## config.mk

```make
export PLATFORM = sky130hd
export DESIGN_NAME = bus_rx_endpoint
export DESIGN_NICKNAME = d
export VERILOG_FILES = /design/src/rtl/bus_rx_pkg.sv /design/src/rtl/rx_fifo.sv /design/src/rtl/bus_rx_endpoint.sv
export SDC_FILE = /design/constraint.sdc
export NUM_CORES = 1
export LEC_CHECK = 0
export BUFFER_PORTS_ARGS = -buffer_cell sky130_fd_sc_hd__buf_2
export CAP_MARGIN = 20
export CORE_MARGIN = 4
export CORE_UTILIZATION = 35
export DETAILED_ROUTE_END_ITERATION = 8
export PLACE_DENSITY = 0.64
export SLEW_MARGIN = 0
export SYNTH_ARGS = -nofsm -noshare
export SYNTH_HDL_FRONTEND = slang
export SYNTH_SLANG_ARGS = --single-unit
```

## constraint.sdc

```tcl
create_clock -name clk -period 5.8 [get_ports clk]
set_clock_uncertainty 0.15 [all_clocks]
set_input_delay 0.58 -clock clk [delete_from_list [all_inputs] [get_ports clk]]
set_output_delay 0.58 -clock clk [all_outputs]
set_load 0.005 [all_outputs]
```

## src/rtl/bus_rx_pkg.sv

```systemverilog
// Shared constants, FSM states and helpers for the bus receive endpoint.
// Latency: n/a (types and functions only).
// Backpressure: n/a.
package bus_rx_pkg;

    localparam int ID_W                      = 8;
    localparam logic [ID_W-1:0] BCST_ID_DEFAULT = 8'hFF;
    localparam int STAT_W                    = 16;

    typedef enum logic {
        ST_IDLE = 1'b0,
        ST_HOLD = 1'b1
    } rx_state_e;

    // Payload width left after the destination ID is stripped from a bus word.
    // The entry struct {bcst, payload} is declared per instance with this width.
    function automatic int pay_w(input int word_w);
        return word_w - ID_W;
    endfunction

    // Saturating increment: sticks at all-ones instead of wrapping.
    function automatic logic [STAT_W-1:0] sat_inc(input logic [STAT_W-1:0] v);
        return (v == {STAT_W{1'b1}}) ? v : v + 1'b1;
    endfunction

endpackage

```

## src/rtl/rx_fifo.sv

```systemverilog
// Generic first-word-fall-through FIFO; head entry is visible combinationally.
// Latency: a write at edge N is readable in cycle N+1.
// Backpressure: writes when full are ignored unless a read frees a slot in the same cycle.
module rx_fifo #(
    parameter int width = 9,
    parameter int depth = 8
) (
    input  logic                       clk,
    input  logic                       reset,
    input  logic                       wr_en,
    input  logic [width-1:0]           wr_data,
    input  logic                       rd_en,
    output logic [width-1:0]           rd_data,
    output logic [$clog2(depth+1)-1:0] count,
    output logic                       full,
    output logic                       empty
);

    localparam int PTR_W = $clog2(depth);
    localparam int CNT_W = $clog2(depth+1);

    logic [width-1:0] mem_q [depth];
    logic [PTR_W-1:0] wr_ptr_q, wr_ptr_d;
    logic [PTR_W-1:0] rd_ptr_q, rd_ptr_d;
    logic [CNT_W-1:0] count_q, count_d;
    logic             do_wr, do_rd;

    assign empty = (count_q == '0);
    assign full  = (count_q == CNT_W'(depth));
    assign count = count_q;

    // Reads from an empty FIFO are dropped; a full write proceeds only alongside a read.
    assign do_rd = rd_en & ~empty;
    assign do_wr = wr_en & (~full | do_rd);

    // Empty FIFO drives zeros so the unreset storage never shows through.
    assign rd_data = empty ? '0 : mem_q[rd_ptr_q];

    // Next pointers wrap naturally since depth is a power of two; count nets out simultaneous ops.
    always_comb begin
        wr_ptr_d = wr_ptr_q;
        rd_ptr_d = rd_ptr_q;
        count_d  = count_q;
        if (do_wr) wr_ptr_d = wr_ptr_q + 1'b1;
        if (do_rd) rd_ptr_d = rd_ptr_q + 1'b1;
        if (do_wr && !do_rd) count_d = count_q + 1'b1;
        if (do_rd && !do_wr) count_d = count_q - 1'b1;
    end

    // Storage is deliberately left unreset.
    always_ff @(posedge clk) begin
        if (do_wr) mem_q[wr_ptr_q] <= wr_data;
    end

    // Pointer and occupancy registers.
    always_ff @(posedge clk or posedge reset) begin
        if (reset) begin
            wr_ptr_q <= '0;
            rd_ptr_q <= '0;
            count_q  <= '0;
        end else begin
            wr_ptr_q <= wr_ptr_d;
            rd_ptr_q <= rd_ptr_d;
            count_q  <= count_d;
        end
    end

endmodule

```

## src/rtl/bus_rx_endpoint.sv

```systemverilog
// Bus receive endpoint: filters pushed words by destination ID and queues payloads for the consumer.
// Latency: a matching word pushed at edge N is presented with out_valid=1 in cycle N+1.
// Backpressure: none toward the bus; matching words arriving while full (and no pop) are dropped and counted.
module bus_rx_endpoint
    import bus_rx_pkg::*;
#(
    parameter int              pckg_sz = 16,
    parameter int              depth   = 8,
    parameter logic [ID_W-1:0] dev_id  = 8'h00,
    parameter logic [ID_W-1:0] bcst_id = BCST_ID_DEFAULT
) (
    input  logic                       clk,
    input  logic                       reset,
    input  logic                       push,
    input  logic [pckg_sz-1:0]         D_push,
    output logic                       out_valid,
    input  logic                       out_ready,
    output logic [pckg_sz-ID_W-1:0]    out_data,
    output logic                       out_bcst,
    output logic [$clog2(depth+1)-1:0] count,
    output logic                       full,
    output logic                       overflow,
    output logic [STAT_W-1:0]          rx_cnt,
    output logic [STAT_W-1:0]          misaddr_cnt,
    output logic [STAT_W-1:0]          drop_cnt,
    input  logic                       clr_stats
);

    localparam int PAY_W = pay_w(pckg_sz);
    localparam int CNT_W = $clog2(depth+1);

    typedef struct packed {
        logic             bcst;
        logic [PAY_W-1:0] payload;
    } entry_t;

    logic [ID_W-1:0] id;
    logic            is_bcst, match, misaddr, pop, accept, drop;
    entry_t          wr_entry, rd_entry;
    logic            fifo_full;
    logic            unused_empty;
    rx_state_e       state_q, state_d;
    logic [STAT_W-1:0] rx_cnt_q, rx_cnt_d, mis_cnt_q, mis_cnt_d, drop_cnt_q, drop_cnt_d;
    logic            ovf_q, ovf_d;

    assign id      = D_push[pckg_sz-1 -: ID_W];
    assign is_bcst = (id == bcst_id);
    assign match   = push & ((id == dev_id) | is_bcst);
    assign misaddr = push & ~match;
    assign pop     = out_valid & out_ready;
    // A pop in the same cycle frees the slot, so a full FIFO can still take the word.
    assign accept  = match & (~fifo_full | pop);
    assign drop    = match & fifo_full & ~pop;

    assign wr_entry.bcst    = is_bcst;
    assign wr_entry.payload = D_push[PAY_W-1:0];

    rx_fifo #(
        .width ($bits(entry_t)),
        .depth (depth)
    ) u_fifo (
        .clk     (clk),
        .reset   (reset),
        .wr_en   (accept),
        .wr_data (wr_entry),
        .rd_en   (pop),
        .rd_data (rd_entry),
        .count   (count),
        .full    (fifo_full),
        .empty   (unused_empty)
    );

    assign full        = fifo_full;
    assign out_data    = rd_entry.payload;
    assign out_bcst    = rd_entry.bcst;
    assign out_valid   = (state_q == ST_HOLD);
    assign overflow    = ovf_q;
    assign rx_cnt      = rx_cnt_q;
    assign misaddr_cnt = mis_cnt_q;
    assign drop_cnt    = drop_cnt_q;

    // Track empty/non-empty so out_valid comes straight from a register decode.
    always_comb begin
        state_d = state_q;
        case (state_q)
            ST_IDLE: if (accept) state_d = ST_HOLD;
            ST_HOLD: if (pop && !accept && count == CNT_W'(1)) state_d = ST_IDLE;
            default: state_d = ST_IDLE;
        endcase
    end

    // Statistics next state; clear wins over any increment or overflow set in the same cycle.
    always_comb begin
        rx_cnt_d   = rx_cnt_q;
        mis_cnt_d  = mis_cnt_q;
        drop_cnt_d = drop_cnt_q;
        ovf_d      = ovf_q;
        if (clr_stats) begin
            rx_cnt_d   = '0;
            mis_cnt_d  = '0;
            drop_cnt_d = '0;
            ovf_d      = 1'b0;
        end else begin
            if (accept)  rx_cnt_d  = sat_inc(rx_cnt_q);
            if (misaddr) mis_cnt_d = sat_inc(mis_cnt_q);
            if (drop) begin
                drop_cnt_d = sat_inc(drop_cnt_q);
                ovf_d      = 1'b1;
            end
        end
    end

    // State and statistics registers.
    always_ff @(posedge clk or posedge reset) begin
        if (reset) begin
            state_q    <= ST_IDLE;
            rx_cnt_q   <= '0;
            mis_cnt_q  <= '0;
            drop_cnt_q <= '0;
            ovf_q      <= 1'b0;
        end else begin
            state_q    <= state_d;
            rx_cnt_q   <= rx_cnt_d;
            mis_cnt_q  <= mis_cnt_d;
            drop_cnt_q <= drop_cnt_d;
            ovf_q      <= ovf_d;
        end
    end

endmodule

```

* Word-level counts from Yosys, hierarchy flattened
Memory sizes are Yosys's and may differ from the RTL's. Index checks and enable logic that the tools add are counted.
Storage, ports and cells: register bits 60, RAM bits 72, bits of input ports 21, output and inout port bits 64, logic and storage cells 76, memories 1
Operators by class: add/subtract/negate cells 7, equality and inequality tests 9, mux-type cells 19, bitwise operators 16, reductions and logical operators 16
Memories:
- u_fifo.mem_q | depth 8, width 9, rd ports 1, clocked after Yosys merged registers in 0, wr ports 1, line rx_fifo.sv:22 | logic [width-1:0] mem_q [depth];
Operators by type and width (count):
- two-way mux 16 bit | 9
- adder 16 x 1 -> 16 bit, second input constant | 3
- == test 16 bit, second input constant | 3
- two-way mux 9 bit | 1
- bitwise AND 1 bit | 8
- == test 8 bit, second input constant | 1
- logical NOT 8 bit | 1
- two-way mux 4 bit | 2
- nonzero test 2 bit | 4
- adder 3 x 1 -> 3 bit, second input constant | 2
- two-way mux 1 bit | 6
- inequality test 2 bit, second input constant | 3
- AND reduction 2 bit | 3
- NOT 1 bit | 5
- adder 4 x 1 -> 4 bit, second input constant | 1
- == test 4 x 1 -> 1 bit, second input constant | 1
- == test 4 bit, second input constant | 1
- logical AND 1 bit | 4
- logical NOT 4 bit | 1
- subtractor 4 x 1 -> 4 bit, second input constant | 1
- logical NOT 1 bit | 3
- bitwise OR 1 bit | 3
- case mux 1 bit (2 select lines) | 1

* Depth between registers and ports, before layout
Gate-level depths: netlist of the first run.
word-level depth 9, depth in mapped cells 11, mapped depth without buffers 10

* By module
A second synthesis of the first run with hierarchy kept.
Second synthesis, totals: cells, all modules 514, area, all modules 6396.1 um^2
Modules (own cells, without submodules):
- rx_fifo | instances 1, cells each 185, area each 3425.8 um^2, sequential area each 2412.3 um^2
- bus_rx_endpoint | instances 1, cells each 329, area each 2970.3 um^2, sequential area each 1251.2 um^2

* Worst setup path after synthesis of the first run
OpenSTA, ideal clock, no wires.
path type register to register, start reg u_fifo.count_q[0] (netlist: u_fifo.count[0]), end mem u_fifo.mem_q[4][0], enable pin, library setup time 0.403 ns, data arrival time 2.808 ns, required time 5.247 ns, setup slack 2.439 ns, cell stages (with the launch flop) 9, path buffers 1, clock period less this slack 3.361 ns, path through dfrtp_1 -> inv_1 -> ha_1 -> and3b_1 -> a21boi_1 -> a21boi_2 -> inv_1 -> buf_2 -> nor4b_1
On the way: cells in the longest elaborated chain, start to end 7, elaborated cells between the ends (all ways) 11, classes of those cells eq/ne: 1; mux: 2; bitwise: 7; reduce/logical: 1
RTL lines:
- from (decl) | line rx_fifo.sv:25 | logic [CNT_W-1:0] count_q, count_d;
- from (signal assigned) | line rx_fifo.sv:64 | count_q <= count_d;
- == test 4 bit * | line rx_fifo.sv:29 | assign full = (count_q == CNT_W'(depth));
- net full | line bus_rx_endpoint.sv:21 | output logic full,
- NOT 1 bit * | line rx_fifo.sv:34, bus_rx_endpoint.sv:52
- bitwise OR 1 bit | line bus_rx_endpoint.sv:52 | assign accept = match & (~fifo_full | pop);
- bitwise AND 1 bit | line bus_rx_endpoint.sv:52
- bitwise AND 1 bit * | line rx_fifo.sv:34 | assign do_wr = wr_en & (~full | do_rd);
- two-way mux 1 bit * | line rx_fifo.sv:52 | if (do_wr) mem_q[wr_ptr_q] <= wr_data;
- two-way mux 1 bit (implied by the code) * | line rx_fifo.sv:52
- to (decl) | line rx_fifo.sv:22
Mark *: on every way through the listed nets, which the timed path passes. The rest lies on a longest branch.

* Final worst setup path of the first run
start reg u_fifo.count_q[0] (netlist: u_fifo.count[0]), end mem u_fifo.mem_q[5][3], enable pin
On the way: cells in the longest elaborated chain, start to end 7, elaborated cells between the ends (all ways) 11, classes of those cells eq/ne: 1; mux: 2; bitwise: 7; reduce/logical: 1
RTL lines (line):
- == test 4 bit or logical NOT 4 bit (tied branches) | rx_fifo.sv:29, rx_fifo.sv:28
- NOT 1 bit, on equally long branches | rx_fifo.sv:34, bus_rx_endpoint.sv:52, rx_fifo.sv:33
- bitwise OR 1 bit or bitwise AND 1 bit (tied branches) | bus_rx_endpoint.sv:52, rx_fifo.sv:33
- bitwise AND 1 bit or bitwise OR 1 bit (tied branches) | bus_rx_endpoint.sv:52, rx_fifo.sv:34
- bitwise AND 1 bit * | rx_fifo.sv:34
- two-way mux 1 bit * | rx_fifo.sv:52
- two-way mux 1 bit (implied by the code) * | rx_fifo.sv:52
Mark *: on every way between the ends. The rest lies on a longest branch, timed or not.

==> results.yml, run 1 <==
placed_design:
  placed_cells_incl_taps: 787
  buffers_on_ports: 84
  dp_hpwl_um: 10100
  post_dp_cell_area_sq_um: 6920
  dp_slack_ns: 2.06
  globalplace.congestion: 0.807
finish:
  finish.utilization_pct: 43.4
  final_design_area_no_fill_sq_um: 7580
  drive_gt1_share_pct: 28.4
  insertedDiodeCount: 0
  area_growth_pct: 20.6
  finalNonFillerCells: 823
  finish.net_count: 615
synthesis:
  postSynth.topFlopCell: "sky130_fd_sc_hd__edfxtp_1"
  ys_ff_latch: 132
  netlist.top_cell.by_area: "sky130_fd_sc_hd__edfxtp_1"
  synth_edf_count: 72
  post_synth.cell_area_avg_sq_um: 12.6
  seq_area_frac_synth_pct: 58.3
  async_reset_ff_share_pct: 45.5
  yosysWarnings: 0
  synthesized_netlist_cell_count: 497
  cell_area_after_technology_mapping_sq_um: 6280
  netlist_cell_types: 54
  synth_top_cells_by_area: "sky130_fd_sc_hd__edfxtp_1, sky130_fd_sc_hd__dfrtp_1, sky130_fd_sc_hd__mux4_2"
  netlist.area_leader.share_pct: 34.4
  synthesis.nets: 527
routing:
  route.final.wire_length_um: 14400
  viasPerCell: 5.44
  detail_route.first_pass.iterations: 5
  dr_total_vias: 4479
  detail_route.wl_per_cell_um: 17.5
  drcViolationCount: 0
  ant_nets: 0
  drtIter0Drc: 350
timing:
  rsz_0062_raised_after_global_routing: "no"
  maxClockFrequency_ghz: 0.290
  drv_slew: 0
  worst_slew_margin_rel_pct: 30.5
  finalSetupViolCount: 0
  final_hold_viol_count: 0
  layout_setup_ws_ns: 2.35
  worst_slew_pin_slew_ns: 1.03
  fin_crit_ns: 3.45
  final.period_utilization_pct: 59.5
  timing.setup.tns_ns: 0
critical_path:
  cp.arrival_ns: 3.34
  endpoint_kind: "register"
  startpoint_type: "register"
  worstPathRequired_ns: 5.68
  critical_path_type: "reg -> reg"
  timing.rr.start: "u_fifo.count[0]"
  rr_worst_depth: 7
  critical_path.max_fanout: 12
  r2r-end: "u_fifo.mem_q[5][3]"
  reg2reg_setup_slack_ns: 2.35
grt:
  globalRouteMet3Util_pct: 5.04
  initial_antenna_violation_count: 0
  grt_pass1_vias: 4450
  gr_met1_demand_resource_pct: 20.0
  globalRouteMet2Util_pct: 23.4
  grtUsageTotal_pct: 14.9
  grt_most_used_layer: "met2"
  grt_first_pass_wirelength_um: 23900
  grt_max_degree: 64
  gr-total-overflow: 0
floorplanning:
  fp.dieH_um: 142
  design.portCount: 85
  die_w_um: 142
  core_region_area_sq_um: 17500
  design.die.area_sq_um: 20200
  core.rowCount: 48
  initial_core_util_pct: 36.0
clock_tree:
  cts.clk_slew.worst_paths_ns: 0.06
  ctsResizeCount: 0
  post_cts.repair.setup_buffers: 0
  clk-insertion-delay-late_ns: 0.42
  holdBufCountCts: 0
  cts_tree: "built"
  htree_levels: 4
  cts_root_buf: "sky130_fd_sc_hd__clkbuf_16"
  clock_tree.buffer_depth: 2
  number_of_sinks_driven_by_the_clock_tree: 132
  clock_buffer_count_from_cts: 17
power:
  power_density_nw_per_um2: 321
  peakVddDrop_mv: 0.209
  static_leakage_uw: 0.00294
run:
  max_cap_viol_count: 0
outcome:
  status: "finished clean"
worst_hold_path:
  hold_class: "in -> async"
report_power, final:
group          total [uW]  switching (uW)  internal [uW]
clock network        1120             428            688
logic                 285             142            143
registers            1030            28.5           1000
total                2430             598           1830
worst max path at each step:
stage                                from                  to  slack, ns  depth (start not counted)
after detailed placement       D_push[13]  u_fifo.mem_q[7][4]       2.06                          6
after floorplan           u_fifo.count[0]  u_fifo.mem_q[4][0]       2.44                          8
after CTS                 u_fifo.count[0]  u_fifo.mem_q[7][1]       2.07                          7
after global routing      u_fifo.count[0]  u_fifo.mem_q[2][5]       2.01                          7
final                     u_fifo.count[0]  u_fifo.mem_q[5][3]       2.35                          7
after global placement          D_push[9]  u_fifo.mem_q[7][1]       2.35                          6
cells in the final DEF (no fill, tap or decap), drive strengths merged, types with 17 or more instances in the layout:
master,netlist,layout
nand4,18,18
dfrtp,60,60
a21oi,32,32
inv,13,19
buf,13,93
or4,19,19
edfxtp,72,72
nand2,20,20
nor2,34,34
mux4,18,18
nand3,24,24
clkbuf,11,17
metal layers:
layer	share of wire, %	vias up
met5	0	-
met4	0.56	0
met3	6.5	7
met2	48	120
met1	45	2233
li1	-	2119
cell families after synthesis:
kind of cell / synth area share (%)
buf+inv: 3.01
fa+ha+maj: 1.79
mux: 10.5
flops: 58.3
xor+xnor: 1.11
simple gates: 17.0
compound gates: 8.28
through the flow:
stage               power (uW)  hold slack [ns]
finish                    2430            0.255
global route              2540            0.305
CTS                       2460            0.274
detailed placement        1340            0.340
global placement          1310            0.335
floorplan                 1230            0.341
flip-flops by register name, summed over array words and instances, names as in the netlist:
name	flops
drop_cnt	16
misaddr_cnt	16
out_valid	1
overflow	1
rx_cnt	16
u_fifo.count	4
u_fifo.mem_q	72
u_fifo.rd_ptr_q	3
u_fifo.wr_ptr_q	3
cell type report:
type	instances	area, sq um
clock buffer	17	425
clock inverter	15	194
fill	1580	9900
inverter	13	48.8
multi-input combinational	328	2460
sequential	132	3660
tap	225	282
timing repair buffer	93	510
critical path: stages (launching register included):
cell                       delay, ns
sky130_fd_sc_hd__dfrtp_1        0.46
sky130_fd_sc_hd__inv_1          0.10
sky130_fd_sc_hd__ha_1           0.24
sky130_fd_sc_hd__and3b_1        0.23
sky130_fd_sc_hd__a21boi_1       0.22
sky130_fd_sc_hd__a21boi_2       0.44
sky130_fd_sc_hd__inv_1          0.33
sky130_fd_sc_hd__nor4b_2        0.90
cell usage after synthesis, drive strengths merged, types with 9 or more instances:
master / count
o31ai: 14
or4: 19
or3: 12
nand2: 20
clkbuf: 11
edfxtp: 72
o21ai: 14
mux2i: 12
inv: 13
nor2: 34
nand3: 24
nand4: 18
ha: 9
buf: 13
mux2: 12
nor4: 10
dfrtp: 60
mux4: 18
a21oi: 32
nor2b: 12
Note: power is estimated with default switching activity, not from simulation.
==> run 2, diff against run 1 <==
PLACE_DENSITY = 0.66   (was 0.64)
clock period = 2.8 ns   (was 5.8 ns; I/O delays follow)
==> run 2 against run 1 <==
Net effect: core utilization grew 0.81 points; critical path depth grew 2; critical path type unchanged; final area increased by 1.9%; power grew 100%; sequential share of layout area decreased by 0.88 points; highest routed layer unchanged; sequential power rose by 110%; worst setup slack worse by 2.2 ns; routed wire length increased by 2.4%; worst hold slack worse by 0.23 ns; first-iteration DRC count is 15% lower; global-route usage rose by 0.37 points; die area did not move.
==> results.yml, run 2 (synthesized netlist as in run 1, its figures left out) <==
routing:
  drtIter0Drc: 296
  detail_route.wl_per_cell_um: 17.6
  route.final.wire_length_um: 14800
  detail_route.first_pass.iterations: 5
  dr_total_vias: 4579
  drcViolationCount: 0
  ant_nets: 0
  viasPerCell: 5.47
critical_path:
  crit_path_top_delay_cell: "sky130_fd_sc_hd__dfrtp_1"
  critical_path_type: "reg -> reg"
  rr_worst_depth: 9
  count_of_cell_instances_traversed_by_the_critical_path: 9
  timing.critical_path.max_delay_family: "buffers and inverters"
  endpoint_kind: "register"
  max_stage_delay_ns: 0.42
  startpoint_type: "register"
  worstPathBufferInverterCount: 4
  timing.critical_path.cells: "inv_1, ha_1, and3b_1, a21boi_2, a21boi_4, clkinvlp_4, buf_12, nor4b_2, buf_4"
  worstPathRequired_ns: 2.76
  critical_path.max_fanout: 9
  cp.arrival_ns: 2.59
finish:
  max_flop_register: "u_fifo.mem_q"
  area_growth_pct: 22.9
  finish.net_count: 630
  most_common_cell_after_layout_fill_and_taps_aside: "sky130_fd_sc_hd__buf_2"
  fillCellCount: 1616
  drive_gt1_share_pct: 29.6
  insertedDiodeCount: 0
  largest_register_ffs: 72
  layout.cells.most_common_list: "sky130_fd_sc_hd__buf_2, sky130_fd_sc_hd__edfxtp_1, sky130_fd_sc_hd__dfrtp_1, sky130_fd_sc_hd__nor2_1, sky130_fd_sc_hd__a21oi_1"
  final_design_area_no_fill_sq_um: 7720
clock_tree:
  clk-insertion-delay-late_ns: 0.41
  cts.clk_slew.worst_paths_ns: 0.05
  number_of_sinks_driven_by_the_clock_tree: 132
  cts_root_buf: "sky130_fd_sc_hd__clkbuf_16"
  clock_buffer_count_from_cts: 17
  htree_levels: 4
  cts_tree: "built"
  clock_tree.buffer_depth: 2
grt:
  grtUsageTotal_pct: 15.3
  grt_max_degree: 64
  initial_antenna_violation_count: 0
  grt_pass1_vias: 4595
  grt_first_pass_wirelength_um: 24200
  gr-total-overflow: 0
timing:
  final_hold_viol_count: 0
  worst_slew_margin_rel_pct: 44.0
  worst_slew_pin_slew_ns: 0.837
  maxClockFrequency_ghz: 0.380
  drv_slew: 0
  finalSetupViolCount: 0
  final.period_utilization_pct: 93.9
  fin_crit_ns: 2.63
  rsz_0062_raised_after_global_routing: "no"
floorplanning:
  design.portCount: 85
  design.die.area_sq_um: 20200
  initial_core_util_pct: 36.0
  core.rowCount: 48
  die_w_um: 142
  fp.dieH_um: 142
  core_region_area_sq_um: 17500
power:
  power.clock.fraction_pct: 45.3
  power_density_nw_per_um2: 646
  peakVddDrop_mv: 0.746
  switchingPower_uw: 1140
  static_leakage_uw: 0.00301
  netSwitchingFraction_pct: 22.9
  total_power_of_the_final_layout_uw: 4990
  combPwrFrac_pct: 12.2
  pwr-share-seq_pct: 42.6
  p_int_uw: 3840
worst_hold_path:
  timing.hold.worst_path_depth: 1
  hold_class: "in -> reg"
outcome:
  status: "finished clean"
placed_design:
  globalplace.congestion: 0.821
  dp_hpwl_um: 10100
  post_dp_cell_area_sq_um: 7030
  buffers_on_ports: 84
run:
  max_cap_viol_count: 0
## run 2: cell count changes in the layout (fill, tap and decap cells not counted), moves of 2 or more
cell / delta
sky130_fd_sc_hd__buf_12: +2
sky130_fd_sc_hd__buf_2: -2
sky130_fd_sc_hd__buf_4: +15
sky130_fd_sc_hd__buf_8: -2
sky130_fd_sc_hd__clkbuf_1: +2
sky130_fd_sc_hd__clkinv_1: +4
sky130_fd_sc_hd__clkinv_4: -3
sky130_fd_sc_hd__clkinvlp_4: +2
sky130_fd_sc_hd__dlygate4sd3_1: +2
sky130_fd_sc_hd__inv_6: -4
sky130_fd_sc_hd__inv_8: -2
sky130_fd_sc_hd__nor4_1: -2
sky130_fd_sc_hd__nor4_2: +2
## run 2: what timing repair did
| item | CTS | global route |
|---|---|---|
| endpoints found under the hold margin | 35 | 0 |
| resized for setup | 0 | 4 |
| setup buffers | 0 | 3 |
| endpoints found under the setup margin | 0 | 24 |
| hold buffers | 2 | 0 |
## run 2: area by class of cell
cell class	instances	area, sq um	area share [%]
flip-flops and latches	132	3660	47.4
multi-input cells	328	2490	32.2
repair buffers	108	643	8.33
clock buffers	19	433	5.61
well taps	225	282	3.65
clock inverters	12	163	2.11
inverters	13	52.6	0.680
## run 2: per-stage QoR
step / setup TNS (ns) / utilization (%) / hold slack [ns] / cells / setup slack [ns]
final: 0 / 44.2 / 0.0243 / 837 / 0.171
after global routing: 0 / 44.2 / 0.00413 / 837 / 0.0150
after CTS: 0 / 43.8 / 0.00664 / 833 / 0.0430
after detailed placement: 0 / 40.2 / 0.287 / 800 / 0.0726
after global placement: 0 / 40.2 / 0.275 / 800 / 0.249
after floorplan: -8.53 / - / 0.229 / 497 / -0.193
## run 2: final timing paths
kind                                      start                 end  slack, ns
worst max-delay path            u_fifo.count[1]  u_fifo.mem_q[4][4]       0.17
max in group asynchronous                 reset           rx_cnt[6]       1.49
worst min register to register  u_fifo.count[3]     u_fifo.count[3]       0.37
min in group asynchronous                 reset      misaddr_cnt[7]       0.38
worst max register to register  u_fifo.count[1]  u_fifo.mem_q[4][4]       0.17
worst min-delay path                  D_push[4]  u_fifo.mem_q[0][4]       0.02
## run 2: metal layers
layer / up-vias / share of wire [%] / wire, um / global-route usage (%)
met2: 144 / 49 / 7290 / 24.3
met1: 2262 / 42 / 6240 / 19.2
met3: 24 / 6.6 / 978 / 5.85
met5: - / 0 / 0 / 0
li1: 2149 / - / - / -
met4: 0 / 1.7 / 254 / 5.10
## run 2: power by group through the flow
stage | Clock (uW) | Combinational (uW) | Sequential (uW)
finish | 2260 | 606 | 2120
global placement | 0 | 587 | 2160
CTS | 2300 | 615 | 2120
detailed placement | 0 | 604 | 2160
global route | 2400 | 672 | 2130
floorplan | 0 | 395 | 2150
